$ cat config.mk
export PLATFORM = sky130hd
export DESIGN_NAME = legv8_encoder_flat
export DESIGN_NICKNAME = d
export VERILOG_FILES = /design/src/rtl/legv8_pkg.sv /design/src/rtl/legv8_encoder_if.sv /design/src/rtl/legv8_enc_fifo.sv /design/src/rtl/legv8_encoder.sv /design/src/flat_wrapper.sv
export SDC_FILE = /design/constraint.sdc
export NUM_CORES = 1
export LEC_CHECK = 0
export CAP_MARGIN = 20
export CORE_MARGIN = 2
export CORE_UTILIZATION = 37
export DETAILED_ROUTE_END_ITERATION = 10
export GPL_TIMING_DRIVEN = 0
export PLACE_DENSITY = 0.61
export SLEW_MARGIN = 20
export SYNTH_ARGS = -nofsm -noshare
export SYNTH_HDL_FRONTEND = slang
export SYNTH_SLANG_ARGS = --single-unit
export TNS_END_PERCENT = 1
$ cat constraint.sdc
create_clock -name clk -period 4.4 [get_ports clk]
set_clock_uncertainty 0.2 [all_clocks]
set_input_delay 0.44 -clock clk [delete_from_list [all_inputs] [get_ports clk]]
set_output_delay 0.44 -clock clk [all_outputs]
set_load 0.02 [all_outputs]
$ cat src/rtl/legv8_pkg.sv
// Shared LEGv8 encoder definitions: instruction IDs, format classes, opcodes
// and the ID-to-format classifier.
package legv8_pkg;

  typedef enum logic [5:0] {
    ID_B     = 6'd1,
    ID_BL    = 6'd2,
    ID_ORRI  = 6'd3,
    ID_EORI  = 6'd4,
    ID_ADDI  = 6'd5,
    ID_ANDI  = 6'd6,
    ID_ADDIS = 6'd7,
    ID_SUBI  = 6'd8,
    ID_SUBIS = 6'd9,
    ID_ANDIS = 6'd10,
    ID_AND   = 6'd11,
    ID_ADD   = 6'd12,
    ID_ORR   = 6'd13,
    ID_ADDS  = 6'd14,
    ID_EOR   = 6'd15,
    ID_SUB   = 6'd16,
    ID_LSR   = 6'd17,
    ID_LSL   = 6'd18,
    ID_BR    = 6'd19,
    ID_ANDS  = 6'd20,
    ID_SUBS  = 6'd21
  } instr_id_t;

  typedef enum logic [1:0] {FMT_R, FMT_I, FMT_B, FMT_BAD} fmt_t;

  localparam logic [10:0] OP11_AND  = 11'b10001010000;
  localparam logic [10:0] OP11_ADD  = 11'b10001011000;
  localparam logic [10:0] OP11_ORR  = 11'b10101010000;
  localparam logic [10:0] OP11_ADDS = 11'b10101011000;
  localparam logic [10:0] OP11_EOR  = 11'b11001010000;
  localparam logic [10:0] OP11_SUB  = 11'b11001011000;
  localparam logic [10:0] OP11_LSR  = 11'b11010011010;
  localparam logic [10:0] OP11_LSL  = 11'b11010011011;
  localparam logic [10:0] OP11_BR   = 11'b11010110000;
  localparam logic [10:0] OP11_ANDS = 11'b11101010000;
  localparam logic [10:0] OP11_SUBS = 11'b11101011000;

  localparam logic [9:0] OP10_ADDI  = 10'b1001000100;
  localparam logic [9:0] OP10_ANDI  = 10'b1001001000;
  localparam logic [9:0] OP10_ADDIS = 10'b1011000100;
  localparam logic [9:0] OP10_ORRI  = 10'b1011001000;
  localparam logic [9:0] OP10_SUBI  = 10'b1101000100;
  localparam logic [9:0] OP10_EORI  = 10'b1101001000;
  localparam logic [9:0] OP10_SUBIS = 10'b1111000100;
  localparam logic [9:0] OP10_ANDIS = 10'b1111001000;

  localparam logic [5:0] OP6_B  = 6'b000101;
  localparam logic [5:0] OP6_BL = 6'b100101;

  function automatic fmt_t id2fmt(input logic [5:0] id);
    if (id == 6'd1 || id == 6'd2)          return FMT_B;
    else if (id >= 6'd3 && id <= 6'd10)    return FMT_I;
    else if (id >= 6'd11 && id <= 6'd21)   return FMT_R;
    else                                   return FMT_BAD;
  endfunction

endpackage

$ cat src/rtl/legv8_encoder_if.sv
// Request/response bundle of the LEGv8 encoder: request handshake, encoded
// word handshake and the emitted-word counters.
interface legv8_encoder_if #(
  parameter int COUNT_W = 16
);
  logic               in_valid;
  logic               in_ready;
  logic [5:0]         in_id;
  logic [4:0]         in_rd;
  logic [4:0]         in_rn;
  logic [4:0]         in_rm;
  logic [5:0]         in_shamt;
  logic [25:0]        in_imm;
  logic               out_valid;
  logic               out_ready;
  logic [31:0]        out_word;
  logic               out_err;
  logic [COUNT_W-1:0] enc_count;
  logic [COUNT_W-1:0] err_count;

  modport slave (
    input  in_valid, in_id, in_rd, in_rn, in_rm, in_shamt, in_imm, out_ready,
    output in_ready, out_valid, out_word, out_err, enc_count, err_count
  );

  modport master (
    output in_valid, in_id, in_rd, in_rn, in_rm, in_shamt, in_imm, out_ready,
    input  in_ready, out_valid, out_word, out_err, enc_count, err_count
  );
endinterface

$ cat src/rtl/legv8_enc_fifo.sv
// Small synchronous FIFO; the head entry is read straight from the storage
// registers, so a word pushed this cycle becomes visible only on the next one.
module legv8_enc_fifo #(
  parameter int WIDTH = 33,
  parameter int DEPTH = 4
) (
  input  logic             clk,
  input  logic             rst_n,
  input  logic             i_push,
  input  logic [WIDTH-1:0] i_data,
  output logic             o_full,
  input  logic             i_pop,
  output logic             o_valid,
  output logic [WIDTH-1:0] o_data
);
  localparam int PTR_W = $clog2(DEPTH);
  localparam int CNT_W = PTR_W + 1;

  logic [WIDTH-1:0] r_mem [DEPTH];
  logic [PTR_W-1:0] r_wr_ptr;
  logic [PTR_W-1:0] r_rd_ptr;
  logic [CNT_W-1:0] r_count;
  logic             w_do_push;
  logic             w_do_pop;

  assign o_full    = (r_count == CNT_W'(DEPTH));
  assign w_do_pop  = i_pop && (r_count != '0);
  // A push into a full FIFO is only legal when the head leaves in the same cycle.
  assign w_do_push = i_push && (!o_full || w_do_pop);

  always_ff @(posedge clk) begin
    if (!rst_n) begin
      r_wr_ptr <= '0;
      r_rd_ptr <= '0;
      r_count  <= '0;
    end else begin
      if (w_do_push) r_wr_ptr <= r_wr_ptr + 1'b1;
      if (w_do_pop)  r_rd_ptr <= r_rd_ptr + 1'b1;
      case ({w_do_push, w_do_pop})
        2'b10:   r_count <= r_count + 1'b1;
        2'b01:   r_count <= r_count - 1'b1;
        default: r_count <= r_count;
      endcase
    end
  end

  always_ff @(posedge clk) begin
    if (w_do_push) r_mem[r_wr_ptr] <= i_data;
  end

  assign o_valid = rst_n && (r_count != '0);
  assign o_data  = o_valid ? r_mem[r_rd_ptr] : '0;
endmodule

$ cat src/rtl/legv8_encoder.sv
// LEGv8 instruction encoder: one request register stage, combinational field
// assembly, then an output FIFO with saturating emitted/error counters.
module legv8_encoder
  import legv8_pkg::*;
#(
  parameter int FIFO_DEPTH = 4,
  parameter int COUNT_W    = 16
) (
  input  logic           clk,
  input  logic           rst_n,
  legv8_encoder_if.slave bus
);
  logic               r_vld_p1;
  logic [5:0]         r_id_p1;
  logic [4:0]         r_rd_p1;
  logic [4:0]         r_rn_p1;
  logic [4:0]         r_rm_p1;
  logic [5:0]         r_shamt_p1;
  logic [25:0]        r_imm_p1;
  logic [COUNT_W-1:0] r_enc_count;
  logic [COUNT_W-1:0] r_err_count;

  logic        w_accept;
  logic        w_s1_adv;
  logic        w_pop;
  logic        w_fifo_full;
  logic        w_fifo_valid;
  logic [32:0] w_fifo_dout;
  fmt_t        w_fmt;
  logic [31:0] w_word;
  logic        w_err;

  function automatic logic [COUNT_W-1:0] sat_inc(input logic [COUNT_W-1:0] v);
    return (&v) ? v : v + {{(COUNT_W-1){1'b0}}, 1'b1};
  endfunction

  function automatic logic [10:0] op11_of(input logic [5:0] id);
    case (id)
      ID_AND:  return OP11_AND;
      ID_ADD:  return OP11_ADD;
      ID_ORR:  return OP11_ORR;
      ID_ADDS: return OP11_ADDS;
      ID_EOR:  return OP11_EOR;
      ID_SUB:  return OP11_SUB;
      ID_LSR:  return OP11_LSR;
      ID_LSL:  return OP11_LSL;
      ID_BR:   return OP11_BR;
      ID_ANDS: return OP11_ANDS;
      ID_SUBS: return OP11_SUBS;
      default: return '0;
    endcase
  endfunction

  function automatic logic [9:0] op10_of(input logic [5:0] id);
    case (id)
      ID_ORRI:  return OP10_ORRI;
      ID_EORI:  return OP10_EORI;
      ID_ADDI:  return OP10_ADDI;
      ID_ANDI:  return OP10_ANDI;
      ID_ADDIS: return OP10_ADDIS;
      ID_SUBI:  return OP10_SUBI;
      ID_SUBIS: return OP10_SUBIS;
      ID_ANDIS: return OP10_ANDIS;
      default:  return '0;
    endcase
  endfunction

  // S1 drains into the FIFO when there is room, counting a same-cycle pop as room.
  assign w_pop        = w_fifo_valid && bus.out_ready;
  assign w_s1_adv     = r_vld_p1 && (!w_fifo_full || w_pop);
  assign bus.in_ready = rst_n && (!r_vld_p1 || w_s1_adv);
  assign w_accept     = bus.in_valid && bus.in_ready;

  // ---- stage p1: request register ----
  always_ff @(posedge clk) begin
    if (!rst_n)        r_vld_p1 <= 1'b0;
    else if (w_accept) r_vld_p1 <= 1'b1;
    else if (w_s1_adv) r_vld_p1 <= 1'b0;
  end

  always_ff @(posedge clk) begin
    if (w_accept) begin
      r_id_p1    <= bus.in_id;
      r_rd_p1    <= bus.in_rd;
      r_rn_p1    <= bus.in_rn;
      r_rm_p1    <= bus.in_rm;
      r_shamt_p1 <= bus.in_shamt;
      r_imm_p1   <= bus.in_imm;
    end
  end

  // ---- encode: combinational from p1 into the FIFO push data ----
  always_comb begin
    w_fmt  = id2fmt(r_id_p1);
    w_word = '0;
    w_err  = 1'b0;
    case (w_fmt)
      FMT_R: begin
        if (r_id_p1 == ID_LSL || r_id_p1 == ID_LSR)
          w_word = {op11_of(r_id_p1), 5'd0, r_shamt_p1, r_rn_p1, r_rd_p1};
        else if (r_id_p1 == ID_BR)
          w_word = {op11_of(r_id_p1), 11'd0, r_rn_p1, 5'd0};
        else
          w_word = {op11_of(r_id_p1), r_rm_p1, 6'd0, r_rn_p1, r_rd_p1};
      end
      FMT_I: begin
        if (|r_imm_p1[25:12]) w_err  = 1'b1;
        else                  w_word = {op10_of(r_id_p1), r_imm_p1[11:0], r_rn_p1, r_rd_p1};
      end
      FMT_B:   w_word = {(r_id_p1 == ID_BL) ? OP6_BL : OP6_B, r_imm_p1};
      default: w_err  = 1'b1;
    endcase
  end

  // ---- stage p2: output FIFO ----
  legv8_enc_fifo #(
    .WIDTH (33),
    .DEPTH (FIFO_DEPTH)
  ) u_fifo (
    .clk     (clk),
    .rst_n   (rst_n),
    .i_push  (w_s1_adv),
    .i_data  ({w_err, w_word}),
    .o_full  (w_fifo_full),
    .i_pop   (w_pop),
    .o_valid (w_fifo_valid),
    .o_data  (w_fifo_dout)
  );

  always_ff @(posedge clk) begin
    if (!rst_n) begin
      r_enc_count <= '0;
      r_err_count <= '0;
    end else if (w_pop) begin
      if (w_fifo_dout[32]) r_err_count <= sat_inc(r_err_count);
      else                 r_enc_count <= sat_inc(r_enc_count);
    end
  end

  assign bus.out_valid = w_fifo_valid;
  assign bus.out_word  = w_fifo_dout[31:0];
  assign bus.out_err   = w_fifo_dout[32];
  assign bus.enc_count = r_enc_count;
  assign bus.err_count = r_err_count;
endmodule

$ cat src/flat_wrapper.sv
// flat-port wrapper written by rule: the top's interface ports become plain ports
module legv8_encoder_flat import legv8_pkg::*;
#(
  parameter int FIFO_DEPTH = 4,
  parameter int COUNT_W    = 16
)
  (clk, rst_n, bus_in_valid, bus_in_id, bus_in_rd, bus_in_rn, bus_in_rm, bus_in_shamt, bus_in_imm, bus_out_ready, bus_in_ready, bus_out_valid, bus_out_word, bus_out_err, bus_enc_count, bus_err_count);
  legv8_encoder_if #(.COUNT_W(COUNT_W)) bus_i ();
  input  logic clk;
  input  logic rst_n;
  input wire logic [$bits(bus_i.in_valid)-1:0] bus_in_valid;
  input wire logic [$bits(bus_i.in_id)-1:0] bus_in_id;
  input wire logic [$bits(bus_i.in_rd)-1:0] bus_in_rd;
  input wire logic [$bits(bus_i.in_rn)-1:0] bus_in_rn;
  input wire logic [$bits(bus_i.in_rm)-1:0] bus_in_rm;
  input wire logic [$bits(bus_i.in_shamt)-1:0] bus_in_shamt;
  input wire logic [$bits(bus_i.in_imm)-1:0] bus_in_imm;
  input wire logic [$bits(bus_i.out_ready)-1:0] bus_out_ready;
  output wire logic [$bits(bus_i.in_ready)-1:0] bus_in_ready;
  output wire logic [$bits(bus_i.out_valid)-1:0] bus_out_valid;
  output wire logic [$bits(bus_i.out_word)-1:0] bus_out_word;
  output wire logic [$bits(bus_i.out_err)-1:0] bus_out_err;
  output wire logic [$bits(bus_i.enc_count)-1:0] bus_enc_count;
  output wire logic [$bits(bus_i.err_count)-1:0] bus_err_count;
  assign bus_i.in_valid = bus_in_valid;
  assign bus_i.in_id = bus_in_id;
  assign bus_i.in_rd = bus_in_rd;
  assign bus_i.in_rn = bus_in_rn;
  assign bus_i.in_rm = bus_in_rm;
  assign bus_i.in_shamt = bus_in_shamt;
  assign bus_i.in_imm = bus_in_imm;
  assign bus_i.out_ready = bus_out_ready;
  assign bus_in_ready = bus_i.in_ready;
  assign bus_out_valid = bus_i.out_valid;
  assign bus_out_word = bus_i.out_word;
  assign bus_out_err = bus_i.out_err;
  assign bus_enc_count = bus_i.enc_count;
  assign bus_err_count = bus_i.err_count;
  legv8_encoder #(.FIFO_DEPTH(FIFO_DEPTH), .COUNT_W(COUNT_W)) u_core (.clk(clk), .rst_n(rst_n), .bus(bus_i));
endmodule
Word level (Yosys, flattened, before mapping)
Memory sizes are Yosys's and may differ from the RTL's. A register that Yosys moved wholly into a read port is not among the register bits.
Index checks and enable logic that the tools add are counted.

storage, ports and cells
  register bits = 93
  bits in writable memories = 132
  memory bits (read-only) = 1,056
  bits of input ports = 57
  output and inout port bits = 67
  word-level logic and storage cells = 93
  memories kept = 5

cells by class
  $add $sub $neg = 6
  $lt $le $gt $ge = 4
  equality and inequality tests = 10
  mux-type cells = 26
  bitwise logic cells = 3
  reductions and logical operators = 27

memories
  name                 depth  width  read ports  clocked after memory_dff  wr ports  RTL line              source
  (no name shown)      32     10     1           1                         0         legv8_encoder.sv:38   case (id)
  (no name shown)      32     10     1           1                         0         legv8_encoder.sv:38
  (no name shown)      32     10     1           1                         0         legv8_encoder.sv:38
  u_core.u_fifo.r_mem  4      33     1           1                         1         legv8_enc_fifo.sv:19  logic [WIDTH-1:0] r_mem [DEPTH];
  (no name shown)      16     6      1           1                         0         legv8_encoder.sv:55   case (id)

operator list
  cell                                                                                  count
  32-bit 2-to-1 mux                                                                     3
  32-bit one-hot mux with 3 select lines                                                1
  11-bit 2-to-1 mux                                                                     3
  33-bit 2-to-1 mux                                                                     1
  16-bit by 1-bit adder with 16-bit output (second input constant)                      2
  16-bit AND reduction                                                                  2
  6-bit by 5-bit == test with 1-bit output (second input constant)                      3
  5-bit 2-to-1 mux                                                                      3
  14-bit OR reduction                                                                   1
  10-bit 2-to-1 mux                                                                     1
  2-bit 2-to-1 mux                                                                      5
  1-bit logical AND                                                                     9
  6-bit by 1-bit == test with 1-bit output (second input constant)                      1
  6-bit by 2-bit == test with 1-bit output (second input constant)                      1
  6-bit by 2-bit greater-or-equal comparator with 1-bit output (second input constant)  1
  6-bit by 4-bit greater-or-equal comparator with 1-bit output (second input constant)  1
  6-bit by 4-bit <= comparator with 1-bit output (second input constant)                1
  6-bit by 5-bit <= comparator with 1-bit output (second input constant)                1
  6-bit 2-to-1 mux                                                                      1
  3-bit one-hot mux with 2 select lines                                                 1
  3-bit AND reduction                                                                   2
  1-bit logical OR                                                                      5
  1-bit 2-to-1 mux                                                                      5
  2-bit by 1-bit adder with 2-bit output (second input constant)                        2
  other kinds (13)                                                                      20

Longest topological paths before layout
  depth in word-level cells = 9
  depth in mapped cells = 10
  mapped depth without buffers = 9

Hierarchy
From an unflattened synthesis, not the netlist that was laid out.

second synthesis, totals
  cell total of the unflattened synthesis = 692
  area total of the unflattened synthesis = 10,114.7 um^2

modules (own cells, without submodules)
  module          instances  cells an instance  area an instance (um^2)  sequential area each (um^2)
  legv8_enc_fifo  1          277                5,662.9                  4,144.0
  legv8_encoder   1          415                4,451.8                  2,532.4

Least setup slack after synthesis
OpenSTA, ideal clock, no wires.

  path type = input-to-reg
  start = input port rst_n
  end = register with a tool-made name
  library setup time = 122 ps
  arrival time = 2,837 ps
  required time = 4,078 ps
  path slack = 1,241 ps
  stages on the path = 9
  buffers on the path = 2
  cells stage by stage = clkbuf_1 nand2_1 a21oi_1 buf_2 mux2i_1 inv_1 ha_1 o21a_1 o32a_1

RTL lines
  item         RTL line            source
  from (decl)  flat_wrapper.sv:10  input logic rst_n;

==> results.json <==
{
  "dp_hpwl_um": 14610,
  "antenna_cells": 0,
  "synth_edf_count": 185,
  "placed_area_um2": 11500,
  "place.gp.congestion": 0.8600,
  "port_buffers": 122,
  "nets": 863,
  "grt_pass1_wl_um": 32950,
  "async_flop_share_pct": 0,
  "multi_input_area_um2": 2875,
  "setup_violations": 0,
  "syn_avg_cell_area_um2": 15.20,
  "peakVddDrop_uv": 389.4,
  "numCtsBuffers": 25,
  "die-area_um2": 27700,
  "path_clk_slew_ns": 0.06,
  "whs_endpoint": "u_core.bus.err_count[8]",
  "maxSlewViolCount": 0,
  "regArea_um2": 6676,
  "power_density_nw_per_um2": 418.1,
  "synth_seq_area_share_pct": 68.40,
  "rrSetupSlack_ns": 1.13,
  "htree_levels": 1,
  "ys_warn_count": 0,
  "synth_ff_type": "edfxtp_1",
  "tightestPinTransition_ns": 0.8075,
  "antenna_found_initial": 0,
  "final_cell_area_um2": 12360,
  "worstPathRequired_ns": 3.76,
  "slew-limit-headroom_pct": 46.17,
  "die_y_um": 166.4,
  "min_period_ns": 3.514,
  "clock_sinks": 241,
  "cts_setup_buffers": 0,
  "hold_path_depth": 3,
  "status": "complete, no violations",
  "pin_count": 124,
  "rows": 59,
  "start_kind": "register",
  "fillCellCount": 2290,
  "period_share_pct": 79.87,
  "ys_ff_latch": 241,
  "layout_common_cells": "185 x edfxtp_1, 122 x clkdlybuf4s50_1, 56 x dfxtp_1",
  "syn-cell-area_um2": 9761,
  "grt_pass1_vias": 5856,
  "cts_buffer_depth": 3,
  "critPathKind": "register to output pin",
  "root_buffer": "clkbuf_16",
  "setup_tns_ns": 0,
  "wl_per_cell_um": 18.03,
  "grt_max_degree": 62,
  "min_from": "rst_n",
  "final_hold_viol_count": 0,
  "drive_gt1_share_pct": 11.30,
  "first_pass_iters": 5,
  "final_common_cell": "edfxtp_1",
  "cts_tree": "built",
  "r2r-start": "u_core.u_fifo.r_count[0]",
  "arrival_ns": 2.87,
  "grt_overflow": 0,
  "synthCells": 642,
  "area_growth_pct": 26.63,
  "synth_fp_nets": 710,
  "p_leak_nw": 4.304,
  "cts_resized": 0,
  "cp_max_fo": 10,
  "rsz0062_at_grt": "false",
  "coreArea_um2": 25980,
  "holdCritPathClass": "input port to register",
  "vias": 5830,
  "fmax_ghz": 0.2846,
  "drc": 0,
  "start_util_pct": 37.56,
  "cts_hold_buf": 0,
  "via_per_inst": 5.074,
  "reg2reg_depth": 8,
  "cp-end-kind": "output pin",
  "synth_cell_type_count": 56,
  "drt_iter0_markers": 433,
  "totalWireLength_um": 20710,
  "maxCapViolCount": 0,
  "die_w_um": 166.4,
  "antenna_left": 0,
  "grt_usage_pct": 14.97,
  "insertion_delay_ns": 0.53
}
-- metal layers --
layer | vias to the layer above | global-route usage, % | part of all wire, %
li1 | 2779 | - | -
met1 | 2854 | 21.69 | 46
met2 | 172 | 23.68 | 47
met3 | 25 | 2.899 | 5.5
met4 | 0 | 3.186 | 1.8
met5 | - | 0 | 0
-- cells in the mapped netlist (6+ instances only) --
| cell | count | area share, % |
|---|---|---|
| a21oi_1 | 15 | 0.77 |
| a222oi_1 | 13 | 1.3 |
| a22o_1 | 11 | 0.99 |
| and2_1 | 40 | 2.6 |
| and3_1 | 9 | 0.58 |
| buf_2 | 6 | 0.31 |
| clkbuf_1 | 19 | 0.73 |
| dfxtp_1 | 56 | 11 |
| edfxtp_1 | 185 | 57 |
| ha_1 | 10 | 1.3 |
| inv_1 | 27 | 1.0 |
| mux2i_1 | 21 | 2.2 |
| mux4_2 | 33 | 7.6 |
| nand2_1 | 30 | 1.2 |
| nand2b_1 | 7 | 0.45 |
| nand3_1 | 13 | 0.67 |
| nand4_1 | 11 | 0.71 |
| nor2_1 | 40 | 1.5 |
| nor3_1 | 6 | 0.31 |
| o21ai_0 | 8 | 0.41 |
| xnor2_1 | 16 | 1.4 |
| xor2_1 | 9 | 0.81 |
-- flip-flops by register name, indices dropped and copies added (netlist names), named ones only --
name,flops
u_core.r_vld_p1,1
u_core.u_fifo.r_wr_ptr,2
u_core.u_fifo.r_mem,132
u_core.r_rn_p1,5
u_core.r_rm_p1,5
u_core.u_fifo.r_count,3
u_core.bus.err_count,16
u_core.u_fifo.r_rd_ptr,2
u_core.r_shamt_p1,6
u_core.bus.enc_count,16
u_core.r_rd_p1,5
u_core.r_id_p1,6
u_core.r_imm_p1,26
-- cell type report --
type                            count  share of cell area [%]
Sequential cell                   241                   54.02
Multi-Input combinational cell    348                   23.26
Timing Repair Buffer              126                   10.59
Clock buffer                       30                   5.376
Tap cell                          335                   3.391
Clock inverter                     16                   1.610
Buffer                             26                  0.9314
Inverter                           27                  0.8200
-- critical path, cell delays in order, from the launching register on --
cell,delay [ns]
dfxtp_1,0.31
clkbuf_1,0.33
clkbuf_1,0.59
mux4_2,0.42
and2_1,0.17
clkdlybuf4s50_1,0.53
-- through the flow --
step	util (%)	worst slack [ns]	instances	power [mW]	hold slack, ns
6_report	47.56	0.8859	1149	5.167	0.1286
3_3_place_gp	43.88	0.1429	1099	3.038	0.2607
5_1_grt	47.56	0.7209	1149	5.359	0.1314
3_5_place_dp	44.24	0.5856	1103	3.047	0.2892
4_1_cts	47.56	0.7881	1149	5.232	0.1164
2_1_floorplan	-	1.241	642	2.849	0.2787
-- where the power goes --
part	internal [mW]	switching, mW	leakage [nW]	total (mW)
Clock	1.32	0.858	0.417	2.18
Combinational	0.198	0.221	1.68	0.419
Sequential	2.53	0.0378	2.21	2.57
Total	4.05	1.12	4.30	5.17
-- how the worst max path moves through the flow --
stage                              from                to  cells after the start
after floorplan                   rst_n          register                      9
after global placement    bus_out_ready          register                      9
after detailed placement  bus_out_ready          register                      9
after CTS                      register   bus_out_word[3]                      5
after global routing           register   bus_out_word[3]                      5
final                          register  bus_out_word[25]                      5
-- cells by family (layout without fill, tap and decap cells) --
group                      Yosys count  after routing  share of synthesized area [%]
and+or+nand+nor                    182            182                          10.04
adders and majority gates           11             11                          1.487
buffers and inverters               53            225                          2.192
DFF                                241            241                          68.40
AOI/OAI and AO/OA                   75             75                          5.756
xor gates and xnor gates            25             25                          2.243
muxes                               55             55                          9.883
No activity file was read; power rests on OpenSTA's default activity.
